==> src/rtl/bla_serial_sub_if.sv <==
// Handshake and operand/result bundle for the nibble-serial subtractor.
interface bla_serial_sub_if #(
    parameter int unsigned WIDTH = 16
);
    logic             in_valid;
    logic             in_ready;
    logic [WIDTH-1:0] a;
    logic [WIDTH-1:0] b;
    logic             bin;
    logic             out_valid;
    logic             out_ready;
    logic [WIDTH-1:0] diff;
    logic             bout;
    logic             ovf;
    logic             zero;

    modport master (
        output in_valid, a, b, bin, out_ready,
        input  in_ready, out_valid, diff, bout, ovf, zero
    );

    modport slave (
        input  in_valid, a, b, bin, out_ready,
        output in_ready, out_valid, diff, bout, ovf, zero
    );
endinterface

==> src/rtl/bla_serial_sub.sv <==
// Nibble-serial subtractor: diff = a - b - bin, one 4-bit borrow-lookahead slice per cycle.
module bla_serial_sub #(
    parameter int unsigned WIDTH = 16
) (
    input logic             clk,
    input logic             rst_n,
    bla_serial_sub_if.slave bus
);
    localparam int unsigned NIB = WIDTH / 4;
    localparam int unsigned CW  = (NIB > 1) ? $clog2(NIB) : 1;

    generate
        if (WIDTH < 4 || (WIDTH % 4) != 0) begin : g_bad_width
            $error("bla_serial_sub: WIDTH must be a multiple of 4 and >= 4");
        end
    endgenerate

    typedef enum logic [1:0] {IDLE, RUN, DONE} state_t;

    state_t           state_q, state_n;
    logic [WIDTH-1:0] a_q, a_n, b_q, b_n, work_q, work_n;
    logic             brw_q, brw_n;
    logic [CW-1:0]    cnt_q, cnt_n;
    logic [WIDTH-1:0] diff_q, diff_n;
    logic             bout_q, bout_n, ovf_q, ovf_n, zero_q, zero_n;
    logic             in_ready_q, in_ready_n, out_valid_q, out_valid_n;

    // Current slice: operands are shifted down so the active nibble is always at [3:0]
    logic [3:0]       sa, sb, g, p, d;
    logic [4:0]       c;
    logic [WIDTH+3:0] work_cat;

    always_comb begin
        sa   = a_q[3:0];
        sb   = b_q[3:0];
        g    = ~sa & sb;
        p    = ~(sa ^ sb);
        c[0] = brw_q;
        c[1] = g[0] | (p[0] & c[0]);
        c[2] = g[1] | (p[1] & g[0]) | (p[1] & p[0] & c[0]);
        c[3] = g[2] | (p[2] & g[1]) | (p[2] & p[1] & g[0]) | (p[2] & p[1] & p[0] & c[0]);
        c[4] = g[3] | (p[3] & g[2]) | (p[3] & p[2] & g[1]) | (p[3] & p[2] & p[1] & g[0])
             | (p[3] & p[2] & p[1] & p[0] & c[0]);
        d        = sa ^ sb ^ c[3:0];
        work_cat = {d, work_q};
    end

    always_ff @(posedge clk or negedge rst_n) begin
        if (!rst_n) begin
            state_q     <= IDLE;
            a_q         <= '0;
            b_q         <= '0;
            work_q      <= '0;
            brw_q       <= 1'b0;
            cnt_q       <= '0;
            diff_q      <= '0;
            bout_q      <= 1'b0;
            ovf_q       <= 1'b0;
            zero_q      <= 1'b0;
            in_ready_q  <= 1'b1;
            out_valid_q <= 1'b0;
        end else begin
            state_q     <= state_n;
            a_q         <= a_n;
            b_q         <= b_n;
            work_q      <= work_n;
            brw_q       <= brw_n;
            cnt_q       <= cnt_n;
            diff_q      <= diff_n;
            bout_q      <= bout_n;
            ovf_q       <= ovf_n;
            zero_q      <= zero_n;
            in_ready_q  <= in_ready_n;
            out_valid_q <= out_valid_n;
        end
    end

    always_comb begin
        state_n = state_q;
        a_n     = a_q;
        b_n     = b_q;
        work_n  = work_q;
        brw_n   = brw_q;
        cnt_n   = cnt_q;
        diff_n  = diff_q;
        bout_n  = bout_q;
        ovf_n   = ovf_q;
        zero_n  = zero_q;
        case (state_q)
            IDLE: begin
                if (bus.in_valid) begin
                    a_n     = bus.a;
                    b_n     = bus.b;
                    brw_n   = bus.bin;
                    cnt_n   = '0;
                    state_n = RUN;
                end
            end
            RUN: begin
                work_n = work_cat[WIDTH+3:4];
                a_n    = a_q >> 4;
                b_n    = b_q >> 4;
                brw_n  = c[4];
                if (cnt_q == CW'(NIB - 1)) begin
                    // Top slice: its bit 3 carries the operand sign bits for overflow
                    diff_n  = work_n;
                    bout_n  = c[4];
                    ovf_n   = (sa[3] ^ sb[3]) & (sa[3] ^ d[3]);
                    zero_n  = (work_n == '0);
                    state_n = DONE;
                end else begin
                    cnt_n = cnt_q + CW'(1);
                end
            end
            DONE: begin
                if (bus.out_ready) begin
                    state_n = IDLE;
                end
            end
            default: state_n = IDLE;
        endcase
        in_ready_n  = (state_n == IDLE);
        out_valid_n = (state_n == DONE);
    end

    assign bus.in_ready  = in_ready_q;
    assign bus.out_valid = out_valid_q;
    assign bus.diff      = diff_q;
    assign bus.bout      = bout_q;
    assign bus.ovf       = ovf_q;
    assign bus.zero      = zero_q;
endmodule

==> src/flat_wrapper.sv <==
// flat-port wrapper written by rule: the top's interface ports become plain ports
module bla_serial_sub_flat 
#(
    parameter int unsigned WIDTH = 16
)
  (clk, rst_n, bus_in_valid, bus_a, bus_b, bus_bin, bus_out_ready, bus_in_ready, bus_out_valid, bus_diff, bus_bout, bus_ovf, bus_zero);
  bla_serial_sub_if #(.WIDTH(WIDTH)) bus_i ();
  input logic clk;
  input logic rst_n;
  input wire logic [$bits(bus_i.in_valid)-1:0] bus_in_valid;
  input wire logic [$bits(bus_i.a)-1:0] bus_a;
  input wire logic [$bits(bus_i.b)-1:0] bus_b;
  input wire logic [$bits(bus_i.bin)-1:0] bus_bin;
  input wire logic [$bits(bus_i.out_ready)-1:0] bus_out_ready;
  output wire logic [$bits(bus_i.in_ready)-1:0] bus_in_ready;
  output wire logic [$bits(bus_i.out_valid)-1:0] bus_out_valid;
  output wire logic [$bits(bus_i.diff)-1:0] bus_diff;
  output wire logic [$bits(bus_i.bout)-1:0] bus_bout;
  output wire logic [$bits(bus_i.ovf)-1:0] bus_ovf;
  output wire logic [$bits(bus_i.zero)-1:0] bus_zero;
  assign bus_i.in_valid = bus_in_valid;
  assign bus_i.a = bus_a;
  assign bus_i.b = bus_b;
  assign bus_i.bin = bus_bin;
  assign bus_i.out_ready = bus_out_ready;
  assign bus_in_ready = bus_i.in_ready;
  assign bus_out_valid = bus_i.out_valid;
  assign bus_diff = bus_i.diff;
  assign bus_bout = bus_i.bout;
  assign bus_ovf = bus_i.ovf;
  assign bus_zero = bus_i.zero;
  bla_serial_sub #(.WIDTH(WIDTH)) u_core (.clk(clk), .rst_n(rst_n), .bus(bus_i));
endmodule
==> config.mk <==
export PLATFORM = sky130hd
export DESIGN_NAME = bla_serial_sub_flat
export DESIGN_NICKNAME = d
export VERILOG_FILES = /design/src/rtl/bla_serial_sub_if.sv /design/src/rtl/bla_serial_sub.sv /design/src/flat_wrapper.sv
export SDC_FILE = /design/constraint.sdc
export NUM_CORES = 1
export LEC_CHECK = 0
export BUFFER_PORTS_ARGS = -buffer_cell sky130_fd_sc_hd__buf_4
export CAP_MARGIN = 20
export CORE_MARGIN = 2
export CORE_UTILIZATION = 28
export DETAILED_ROUTE_END_ITERATION = 16
export GPL_TIMING_DRIVEN = 1
export SLEW_MARGIN = 0
export SYNTH_ARGS = -nofsm -noshare
export SYNTH_HDL_FRONTEND = slang
export SYNTH_SLANG_ARGS = --single-unit
==> constraint.sdc <==
create_clock -name clk -period 1.61 [get_ports clk]
set_input_delay 0.322 -clock clk [delete_from_list [all_inputs] [get_ports clk]]
set_output_delay 0.322 -clock clk [all_outputs]
set_load 0.01 [all_outputs]
==> key figures <==
Status
  – Run status: complete, but fails checks
  – Failing checks: setup timing

Floorplan
  – Die H: 111 microns
  – Core box area: roughly 0.011 sq mm
  – Starting Density: 28.6%
  – # rows: 39
  – IO Count: 58
  – Die width: 111 microns
  – Die footprint: 0.0124 sq mm

Placed design
  – Final HPWL from detailed placement: 5.13 mm
  – RD Place Congestion: 0.764
  – IO buf count: 57
  – Cell total after placement: 485
  – Post-place instance area: 0.00391 sq mm

Clock network
  – CTS H-tree depth: 3
  – Clk root buf: clkbuf_16
  – Clock latency on the worst-skew pair: 0.33 ns
  – Total CTS buffers: 9
  – CTS clock-pin slew for the worst setup and hold paths: 0.06 ns
  – Max Buffers Root-to-Sink: 2
  – Clock sinks: 70
  – CTS tree: built

Routing
  – Via Count: ~2400
  – Wirelength per Cell: about 14 microns
  – DRT antenna net count: 0
  – WL met2: approximately 3.4 mm
  – 1st-pass router iterations: 4
  – Met3 wire length: between 400 and 500 microns
  – DRC viols: 0
  – Post-DR vias/cell: between 4 and 5
  – Initial detailed-routing violation count: 103
  – Post-Route M1 WL: 3.35 mm
  – Uppermost layer routed: met4
  – Final wirelength: 7.33 mm

GRT
  – Vias in the first global route: ~2500
  – Total track usage: 12.3%
  – Largest net degree at the start of global routing: 33
  – Remaining global-route overflow: 0
  – Initial antenna violation count: 0
  – First-pass GRT wire length: between 10 and 15 mm

Setup path
  – CP top delay family: compound AO/OA/AOI/OAI gates
  – Number of buffers and inverters on the critical path: 0
  – Data arrival time of the worst path: roughly 1.9 ns
  – Crit path from: u_core.b_q[0]
  – Critical path class: reg -> reg
  – CP endpoint kind: flop
  – WP data required: 1.83 ns
  – Reg2reg start: u_core.b_q[0]
  – Critical R2R Capture: u_core.bus.zero
  – Slowest CP cell: dfrtp_2
  – R2R depth: 5
  – Startpoint types: flop
  – CP cell instances: ha_4 > a211oi_2 > nor2_1 > o311a_1 > a31o_2
  – Largest fanout on the critical path: 4
  – Worst R2R Setup Slack: -0.04 ns
  – Max incr delay on CP: approximately 0.44 ns

Logic synthesis
  – Top cells by area, synth: dfrtp_1 (53%), mux2i_1 (7.7%), o21ai_0 (6.2%)
  – Mux cell area share after synthesis: between 15 and 20%
  – Sequential area share after synthesis: 54.2%
  – Post-synth EDFFs: 0
  – Count of cell types in the netlist: 38
  – Mapped Avg Cell Area: 11.3 sq um
  – Leading area contributor after synthesis: dfrtp_1
  – Cell count after synthesis: around 290
  – Asr flop ratio synth: 100%
  – Ys Warns: 0
  – Xor/xnor cell area share of the yosys netlist: less than 1%
  – Post-Synth Simple-Gate Area: 9.52%
  – Largest family of logic cells by synthesized area: multiplexers
  – Mapped Nets: 329
  – FF+latch count, synth: 70
  – Main synth FF type: dfrtp_1
  – Mapped Area: 0.00323 sq mm
  – Synth Area in Adders: between 2 and 3%
  – Post-synth top area share: 53.4%
  – Complex-gate fraction of the synthesized area: 11.6%

Timing
  – Min Hold Slack: 0.281 ns
  – RSZ-0062 raised after global routing: true
  – Final period util: 103%
  – Final setup fails: 3
  – Fin. max-slew vios: 0
  – Fin. Hold Viols: 0
  – Clock Skew: 0.00743 ns
  – Pin slew with the least headroom to its limit: 0.399 ns
  – Setup ws final: -0.0427 ns
  – Max Clk Rate: 0.605 GHz
  – Rel. slew slack: between 70% and 80%
  – Post-route minimum period: 1.65 ns
  – Setup TNS: -0.0890 ns

Pwr
  – PD cells: 2220 mW/mm^2
  – Worst VDD drop: 0.000932 V
  – Leak pwr: 2.04 nW

Layout
  – Fraction of layout cells with a size suffix above 1: 36.5%
  – Fin area: between 0.004 and 0.005 sq mm
  – Fillers: 1133
  – Layout area overhead: 32.1%
  – Area of the multi-input gates: around 0.0014 sq mm
  – Final nets: between 400 and 500
  – Register Area: ~0.0018 sq mm
  – ANT cells: 0
  – Fin cells: 507

Job
  – Max cap viols: 0

Worst hold path
  – WHS Path Cells: 3
  – Worst min-delay path category: in -> reg
  – Worst Hold Launch: bus_bin
  – Hold EP: u_core.brw_q
## Yosys cell counts, types with 2 or more instances
| library cell | number |
|---|---|
| xnor2_1 | 3 |
| mux2i_1 | 25 |
| buf_4 | 3 |
| clkbuf_1 | 8 |
| mux2_4 | 8 |
| buf_2 | 2 |
| dfrtp_1 | 69 |
| nand2_1 | 38 |
| mux2_2 | 15 |
| buf_6 | 4 |
| a22o_1 | 3 |
| nor2_1 | 8 |
| nor2b_1 | 9 |
| a21oi_1 | 13 |
| o21ai_0 | 40 |
| nor4_1 | 2 |
| a21o_1 | 2 |
| ha_1 | 6 |
| inv_1 | 8 |
## where the power goes
part / switching, mW / internal (mW)
sequential: 0.539 / 2.59
clock: 0.732 / 1.23
combinational: 2.07 / 2.35
## how the worst max path moves through the flow
stage / to / slack (ns) / cells past startpoint
floorplan: u_core.bus.zero / -0.003 / 5
global placement: u_core.bus.zero / -0.03 / 5
detailed placement: u_core.bus.zero / -0.12 / 6
CTS: u_core.bus.zero / -0.05 / 5
global route: u_core.bus.zero / -0.13 / 5
finish: u_core.bus.zero / -0.04 / 5
## placed cells by master, fill, tap and decap left out, types with 3 or more instances in the layout
cell type | Yosys | routed
mux2i_1 | 25 | 25
mux2_2 | 15 | 15
a21oi_1 | 13 | 12
a22o_1 | 3 | 3
inv_1 | 8 | 6
clkbuf_16 | 0 | 9
o21ai_0 | 40 | 38
nor2_1 | 8 | 8
dfrtp_1 | 69 | 68
buf_4 | 3 | 77
nor2b_1 | 9 | 8
ha_1 | 6 | 4
nand2_1 | 38 | 38
clkinv_2 | 0 | 3
mux2_4 | 8 | 8
## sequential cells by signal, summed over array words and instances, names as in the netlist
signal                flops
u_core.a_q               16
u_core.b_q               16
u_core.brw_q              1
u_core.bus.bout           1
u_core.bus.diff          16
u_core.bus.in_ready       1
u_core.bus.out_valid      1
u_core.bus.ovf            1
u_core.bus.zero           1
u_core.cnt_q              2
u_core.state_q            2
u_core.work_q            12
## worst reg2reg max path: cells and delay by family (launching register included)
kind	cells	cell delay, ns
AOI/OAI and AO/OA	3	0.76
adders and majority gates	1	0.26
DFF	1	0.44
and+or+nand+nor	1	0.07
## cell families after synthesis
logic type | Yosys count
flops | 70
compound gates | 66
simple gates | 66
mux | 48
buf+inv | 25
fa+ha+maj | 7
xor+xnor | 3
## final cells by class
| class | count | share of cell area (%) |
|---|---|---|
| clock inverters | 6 | 1.43 |
| flip-flops and latches | 70 | 41.1 |
| clock buffers | 10 | 5.59 |
| well taps | 143 | 4.19 |
| multi-input cells | 190 | 32.3 |
| inverters | 8 | 0.703 |
| repair buffers | 80 | 14.7 |
## repair_timing
item | CTS | global route
setup buffers | 4 | 1
pin swaps | 1 | 0
gates resized for setup | 7 | 1
setup endpoints to repair | 3 | 9
hold buffers | 1 | 0
hold endpoints to repair | 21 | 0
## metrics by stage
step / total power [mW] / setup slack, ns / util (%)
2_1_floorplan: 5.92 / -0.00348 / -
3_3_place_gp: 7.19 / -0.0342 / 34.5
3_5_place_dp: 7.38 / -0.123 / 34.5
4_1_cts: 9.58 / -0.0528 / 37.7
5_1_grt: 10.2 / -0.129 / 37.7
6_report: 9.51 / -0.0427 / 37.7
## layer usage
metal	GRT usage [%]	vias up
li1	-	1131
met2	19.7	70
met4	5.19	0
met5	0	-
met1	15.4	1145
met3	3.97	14
Power figures use the tool's default switching activity.
